<file path="src/rtl/warp_xwb.sv">
// Writeback merge stage: registered ALU write port, 4-entry buffered long-latency port
// and a pending-destination scoreboard. Optional read-forwarding under WARP_XWB_FORWARD_EN.
module warp_xwb (
    input  logic        i_clk,
    input  logic        i_rst,
    input  logic        i_alu_valid,
    input  logic [4:0]  i_alu_rd,
    input  logic [63:0] i_alu_data,
    input  logic        i_lng_valid,
    output logic        o_lng_ready,
    input  logic [4:0]  i_lng_rd,
    input  logic [63:0] i_lng_data,
    input  logic        i_issue_valid,
    input  logic [4:0]  i_issue_rd,
    output logic        o_rd1_wen,
    output logic [4:0]  o_rd1_addr,
    output logic [63:0] o_rd1_wdata,
    output logic        o_rd2_wen,
    output logic [4:0]  o_rd2_addr,
    output logic [63:0] o_rd2_wdata,
    output logic [31:0] o_busy
`ifdef WARP_XWB_FORWARD_EN
    ,
    input  logic [4:0]  i_fwd_addr,
    output logic        o_fwd_hit,
    output logic [63:0] o_fwd_data
`endif
);

    logic [4:0]  fifo_rd   [4];
    logic [63:0] fifo_data [4];
    logic [1:0]  wr_ptr, rd_ptr;
    logic [2:0]  count, count_next;
    logic        ready_q;
    logic        push, pop, conflict;
    logic [4:0]  head_rd;
    logic [31:0] set_mask, clr_mask, busy_next;

    assign o_lng_ready = ready_q;
    assign push        = i_lng_valid & ready_q;
    assign pop         = (count != 3'd0);
    assign head_rd     = fifo_rd[rd_ptr];
    // The ALU write to the same register in the pop cycle is the younger value.
    assign conflict    = i_alu_valid && (i_alu_rd == head_rd);

    always_comb begin
        count_next = count;
        set_mask   = '0;
        clr_mask   = '0;
        case ({push, pop})
            2'b10:   count_next = count + 3'd1;
            2'b01:   count_next = count - 3'd1;
            default: count_next = count;
        endcase
        if (pop)
            clr_mask = 32'd1 << head_rd;
        if (i_issue_valid && i_issue_rd != 5'd0)
            set_mask = 32'd1 << i_issue_rd;
        busy_next = ((o_busy & ~clr_mask) | set_mask) & ~32'd1;
    end

    // NOTE: the FIFO storage carries no reset; occupancy is tracked by count and
    // pointers, so stale contents are never observed and the array maps to plain RAM.
    always_ff @(posedge i_clk) begin
        if (push) begin
            fifo_rd[wr_ptr]   <= i_lng_rd;
            fifo_data[wr_ptr] <= i_lng_data;
        end
    end

    // NOTE: all state updates use non-blocking assignments so every register samples
    // pre-edge values, matching the hardware regardless of statement order.
    always_ff @(posedge i_clk or posedge i_rst) begin
        if (i_rst) begin
            wr_ptr      <= '0;
            rd_ptr      <= '0;
            count       <= '0;
            ready_q     <= 1'b0;
            o_busy      <= '0;
            o_rd1_wen   <= 1'b0;
            o_rd1_addr  <= '0;
            o_rd1_wdata <= '0;
            o_rd2_wen   <= 1'b0;
            o_rd2_addr  <= '0;
            o_rd2_wdata <= '0;
        end else begin
            o_rd1_wen   <= i_alu_valid && (i_alu_rd != 5'd0);
            o_rd1_addr  <= i_alu_rd;
            o_rd1_wdata <= i_alu_data;

            o_rd2_wen <= pop && (head_rd != 5'd0) && !conflict;
            if (pop) begin
                o_rd2_addr  <= head_rd;
                o_rd2_wdata <= fifo_data[rd_ptr];
                rd_ptr      <= rd_ptr + 2'd1;
            end
            if (push)
                wr_ptr <= wr_ptr + 2'd1;

            count   <= count_next;
            ready_q <= (count_next != 3'd4);
            o_busy  <= busy_next;
        end
    end

`ifdef WARP_XWB_FORWARD_EN
    logic hit1, hit2;

    always_comb begin
        hit1       = o_rd1_wen && (o_rd1_addr == i_fwd_addr) && (i_fwd_addr != 5'd0);
        hit2       = o_rd2_wen && (o_rd2_addr == i_fwd_addr) && (i_fwd_addr != 5'd0);
        o_fwd_hit  = hit1 | hit2;
        o_fwd_data = '0;
        if (hit1)
            o_fwd_data = o_rd1_wdata;
        else if (hit2)
            o_fwd_data = o_rd2_wdata;
    end
`endif

endmodule
</file>
<file path="config.mk">
export PLATFORM = sky130hd
export DESIGN_NAME = warp_xwb
export DESIGN_NICKNAME = d
export VERILOG_FILES = /design/src/rtl/warp_xwb.sv
export SDC_FILE = /design/constraint.sdc
export NUM_CORES = 1
export LEC_CHECK = 0
export BUFFER_PORTS_ARGS = -buffer_cell sky130_fd_sc_hd__buf_2
export CAP_MARGIN = 10
export CORE_ASPECT_RATIO = 0.75
export CORE_UTILIZATION = 54
export DETAILED_ROUTE_END_ITERATION = 8
export PLACE_DENSITY = 0.79
export RECOVER_POWER = 100
export SETUP_SLACK_MARGIN = 0.15
export SYNTH_ARGS = -nofsm -noshare
export SYNTH_HDL_FRONTEND = slang
export SYNTH_SLANG_ARGS = --single-unit
export TNS_END_PERCENT = 10
</file>
<file path="constraint.sdc">
create_clock -name i_clk -period 7.2 [get_ports i_clk]
set_input_delay 1.44 -clock i_clk [delete_from_list [all_inputs] [get_ports i_clk]]
set_output_delay 1.44 -clock i_clk [all_outputs]
set_load 0.01 [all_outputs]
</file>
==> results.txt <==
run status: finished, violations left
violated checks: capacitance limit, slew limit
setup repair after global routing missed its margin: no
post-detailed-route via-to-cell ratio: 5.403
post-detail-place hpwl: 22670 µm
Initial DRC Count: 584
R2R Path Start: wr_ptr[0]
buffers and inverters on the worst path: 1
total of hold buffers inserted after clock tree synthesis: 0
slowest cell on the critical path: sky130_fd_sc_hd__and3_1
min cycle time layout: 4.202 ns
end point of the critical path: fifo_data[3][8]
total CTS buffers: 41
TritonCTS clock tree: built
ANT nets after route: 0
initial antenna violation count: 9
largest buffer count on any clock path: 3
kind of path behind the tightest hold check: register to register
PwrDens: 425.7 mW/mm²
endpoint kind of the worst setup timing path: register
post-synth net total: 1053
count of buffers added by post-CTS timing repair for setup: 0
final-layout setup total negative slack: 0 ns
die height: 151.5 µm
Synth warnings: 0
worst reg2reg endpoint: fifo_data[3][8]
standard-cell row count: 54
Reg clk slew, reported paths: 0.06 ns
post-synthesis cell type count: 37
number of filler instances in the final layout: 2175
area overhead of the layout relative to synthesis: 19.36%
post-route DRC violation count: 0
gpl congestion: 0.9269
footprint of the multi-input gates: 0.003134 mm²
first-pass GRT wire length: 53380 µm
count of endpoints failing setup in the final report: 0
startpoint type of the worst setup path: input port
Slew Limit Headroom: -137.8%
H-tree lvl count: 2
total routing resource utilization after global routing: 23.65%
number of cells traversed by the worst register-to-register path: 2
Wirelength per Cell: 21.70 µm
clock insertion delay at the later pin of the skew report: 0.53 ns
Peak VDD IR: 0.0002451 V
vias in the first global route: 8934
number of iterations in the first detailed-routing pass: 5
netlist area before placement: 0.01608 mm²
area occupied by registers: 0.01277 mm²
Static Leakage: 7.239 nW
fraction of layout instances using a drive strength above 1: 17.30%
final critical-path share of the clock period: 58.36%
data arrival time of the critical path: 4.26 ns
root buffer cell: sky130_fd_sc_hd__clkbuf_16
synthesized area divided by synthesized cell count: 17.89 µm²
max incr delay on CP: 2.62 ns
core region area: 0.02919 mm²
slack of the worst reg-to-reg path: 3.49 ns
critical path start-end classification: input port to register
die boundary width: 201.3 µm
Clock Sink Count: 455
Data required, critical path: 7.26 ns
Layout Nets: 1387
Detailed Route WL: 36060 µm
Levels on crit path: 2
die area: 0.03049 mm²
cell count after synthesis: 899
number of max-slew violations in the final report: 103
total of buffers placed on input and output ports: 319
count of endpoints failing hold in the final timing report: 0
series of cell instances along the critical path: clkbuf_1 -> and3_1
timing-limited maximum frequency: 0.2380 GHz
count of maximum capacitance violations: 2
peak fanout along the critical path: 69
pin slew with the least headroom to its limit: 3.567 ns
pin count of the biggest net entering global routing: 100
via total after detailed routing: 8980
Placed Cells: 1582
overflow left after global routing: 0
Post-Route Skew: 0.01256 ns
number of instances resized during post-cts repair: 0
number of synthesized register bits: 455
beginning of the critical path: i_lng_valid
CP top delay family: simple AND/OR/NAND/NOR gates
total I/O pin count: 321
sequential-to-total area share from yosys stat: 79.38%
effective utilization at floorplan: 55.11%
Final Instance Count excl. Fillers: 1662
state kept, by name (all words and copies together) (netlist names), 2 cells and up:
name,cells
o_rd2_wdata,64
count,3
fifo_rd,20
rd_ptr,2
o_rd2_addr,5
wr_ptr,2
o_rd1_addr,5
fifo_data,256
o_busy,31
o_rd1_wdata,64
synthesized netlist by cell type:
library cell / count / area [µm²]
sky130_fd_sc_hd__o31ai_1: 13 / 97.59
sky130_fd_sc_hd__nor4_1: 1 / 6.260
sky130_fd_sc_hd__buf_4: 1 / 7.510
sky130_fd_sc_hd__or2_2: 1 / 6.260
sky130_fd_sc_hd__nand4_1: 2 / 12.51
sky130_fd_sc_hd__o21a_1: 1 / 7.510
sky130_fd_sc_hd__nand2_1: 215 / 807.0
sky130_fd_sc_hd__or4_4: 1 / 11.26
sky130_fd_sc_hd__or4_1: 1 / 7.510
sky130_fd_sc_hd__o21ai_1: 11 / 55.05
sky130_fd_sc_hd__or2_1: 1 / 6.260
sky130_fd_sc_hd__or2_0: 1 / 6.260
sky130_fd_sc_hd__mux2i_1: 1 / 10.01
sky130_fd_sc_hd__nor2_1: 3 / 11.26
sky130_fd_sc_hd__fa_1: 1 / 20.02
sky130_fd_sc_hd__buf_6: 1 / 11.26
sky130_fd_sc_hd__nor3_1: 1 / 5.000
sky130_fd_sc_hd__xnor2_1: 5 / 43.79
sky130_fd_sc_hd__or4b_4: 2 / 27.53
sky130_fd_sc_hd__nand3_1: 4 / 20.02
sky130_fd_sc_hd__and3_1: 4 / 25.02
sky130_fd_sc_hd__mux2_2: 1 / 11.26
sky130_fd_sc_hd__ha_1: 5 / 62.56
sky130_fd_sc_hd__a31oi_1: 1 / 6.260
sky130_fd_sc_hd__nand4b_1: 1 / 8.760
sky130_fd_sc_hd__buf_2: 6 / 30.03
sky130_fd_sc_hd__o21ai_0: 39 / 195.2
sky130_fd_sc_hd__xor2_1: 6 / 52.55
sky130_fd_sc_hd__conb_1: 1 / 3.750
sky130_fd_sc_hd__nor2b_1: 3 / 18.77
sky130_fd_sc_hd__mux4_2: 69 / 1554
sky130_fd_sc_hd__clkbuf_1: 23 / 86.33
sky130_fd_sc_hd__dfrtp_1: 179 / 4479
sky130_fd_sc_hd__nand2b_1: 6 / 37.54
sky130_fd_sc_hd__buf_1: 5 / 18.77
sky130_fd_sc_hd__inv_1: 7 / 26.28
sky130_fd_sc_hd__edfxtp_1: 276 / 8288
metrics by stage:
step / cell area [µm²] / total power (W) / worst slack [ns] / utilization (%) / hold slack (ns)
after floorplan: 16080 / 0.005231 / 0.9014 / - / 0.4587
after global placement: 18120 / 0.006025 / 4.081 / 62.07 / 0.4476
after detailed placement: 18120 / 0.006098 / 4.025 / 62.07 / 0.4513
after CTS: 19540 / 0.008350 / 4.424 / 66.93 / 0.4641
after global routing: 19190 / 0.008603 / 2.685 / 65.75 / 0.4930
final: 19200 / 0.008173 / 2.998 / 65.77 / 0.4634
placed cells by master (no fill, tap or decap), drive strengths merged, types with 2 or more instances in the layout:
master,instances
ha,5
and3,4
nand3,4
mux4,69
xor2,6
xnor2,5
o21ai,50
inv,8
o31ai,13
clkbuf,313
nor2b,3
nor2,3
or2,3
dfrtp,179
bufinv,3
or4b,2
nand4,2
nand2b,6
buf,75
nand2,215
or4,2
clkinv,11
edfxtp,276
diode,4
layout make-up:
cell class | count | share of cell area, %
diodes | 4 | 0.05214
clock buffers | 61 | 6.569
clock inverters | 15 | 0.8147
inverters | 7 | 0.1760
multi-input cells | 401 | 16.33
flip-flops and latches | 455 | 66.52
well taps | 392 | 2.555
repair buffers | 327 | 6.986
kinds of logic (layout without fill, tap and decap cells):
logic type	Yosys count	after routing	synth area share (%)
AOI/OAI and AO/OA	65	65	2.248
xor gates and xnor gates	11	11	0.5990
adders and majority gates	6	6	0.5134
buffers and inverters	43	410	1.120
DFF	455	455	79.38
muxes	71	71	9.794
other	1	5	0.02331
and+or+nand+nor	247	247	6.324
how the worst min path moves through the flow:
stage / from / to / slack [ns] / depth (start not counted)
after global routing: o_rd2_wdata[2] / o_rd2_wdata[2] / 0.49 / 2
final: o_rd2_wdata[39] / o_rd2_wdata[39] / 0.46 / 2
after global placement: o_rd2_addr[2] / o_rd2_addr[2] / 0.45 / 2
after detailed placement: o_rd2_wdata[46] / o_rd2_wdata[46] / 0.45 / 2
after floorplan: count[2] / count[2] / 0.46 / 1
after CTS: o_rd2_wdata[46] / o_rd2_wdata[46] / 0.46 / 2
report_power, final:
group | switching, W | internal (W) | total (W) | leakage [nW]
logic | 0.00130 | 0.000837 | 0.00214 | 1.91
registers | 0.000321 | 0.00346 | 0.00378 | 4.62
clock network | 0.000924 | 0.00133 | 0.00225 | 0.706
total | 0.00254 | 0.00563 | 0.00817 | 7.24
metal layers:
| layer | vias up | part of all wire (%) | track usage [%] |
|---|---|---|---|
| met5 | - | 0.21 | 0 |
| met4 | 12 | 2.5 | 6.780 |
| met3 | 69 | 7.8 | 6.180 |
| met2 | 395 | 49 | 38.46 |
| met1 | 4516 | 41 | 32.12 |
| li1 | 3988 | - | - |
Power figures use the tool's default switching activity.
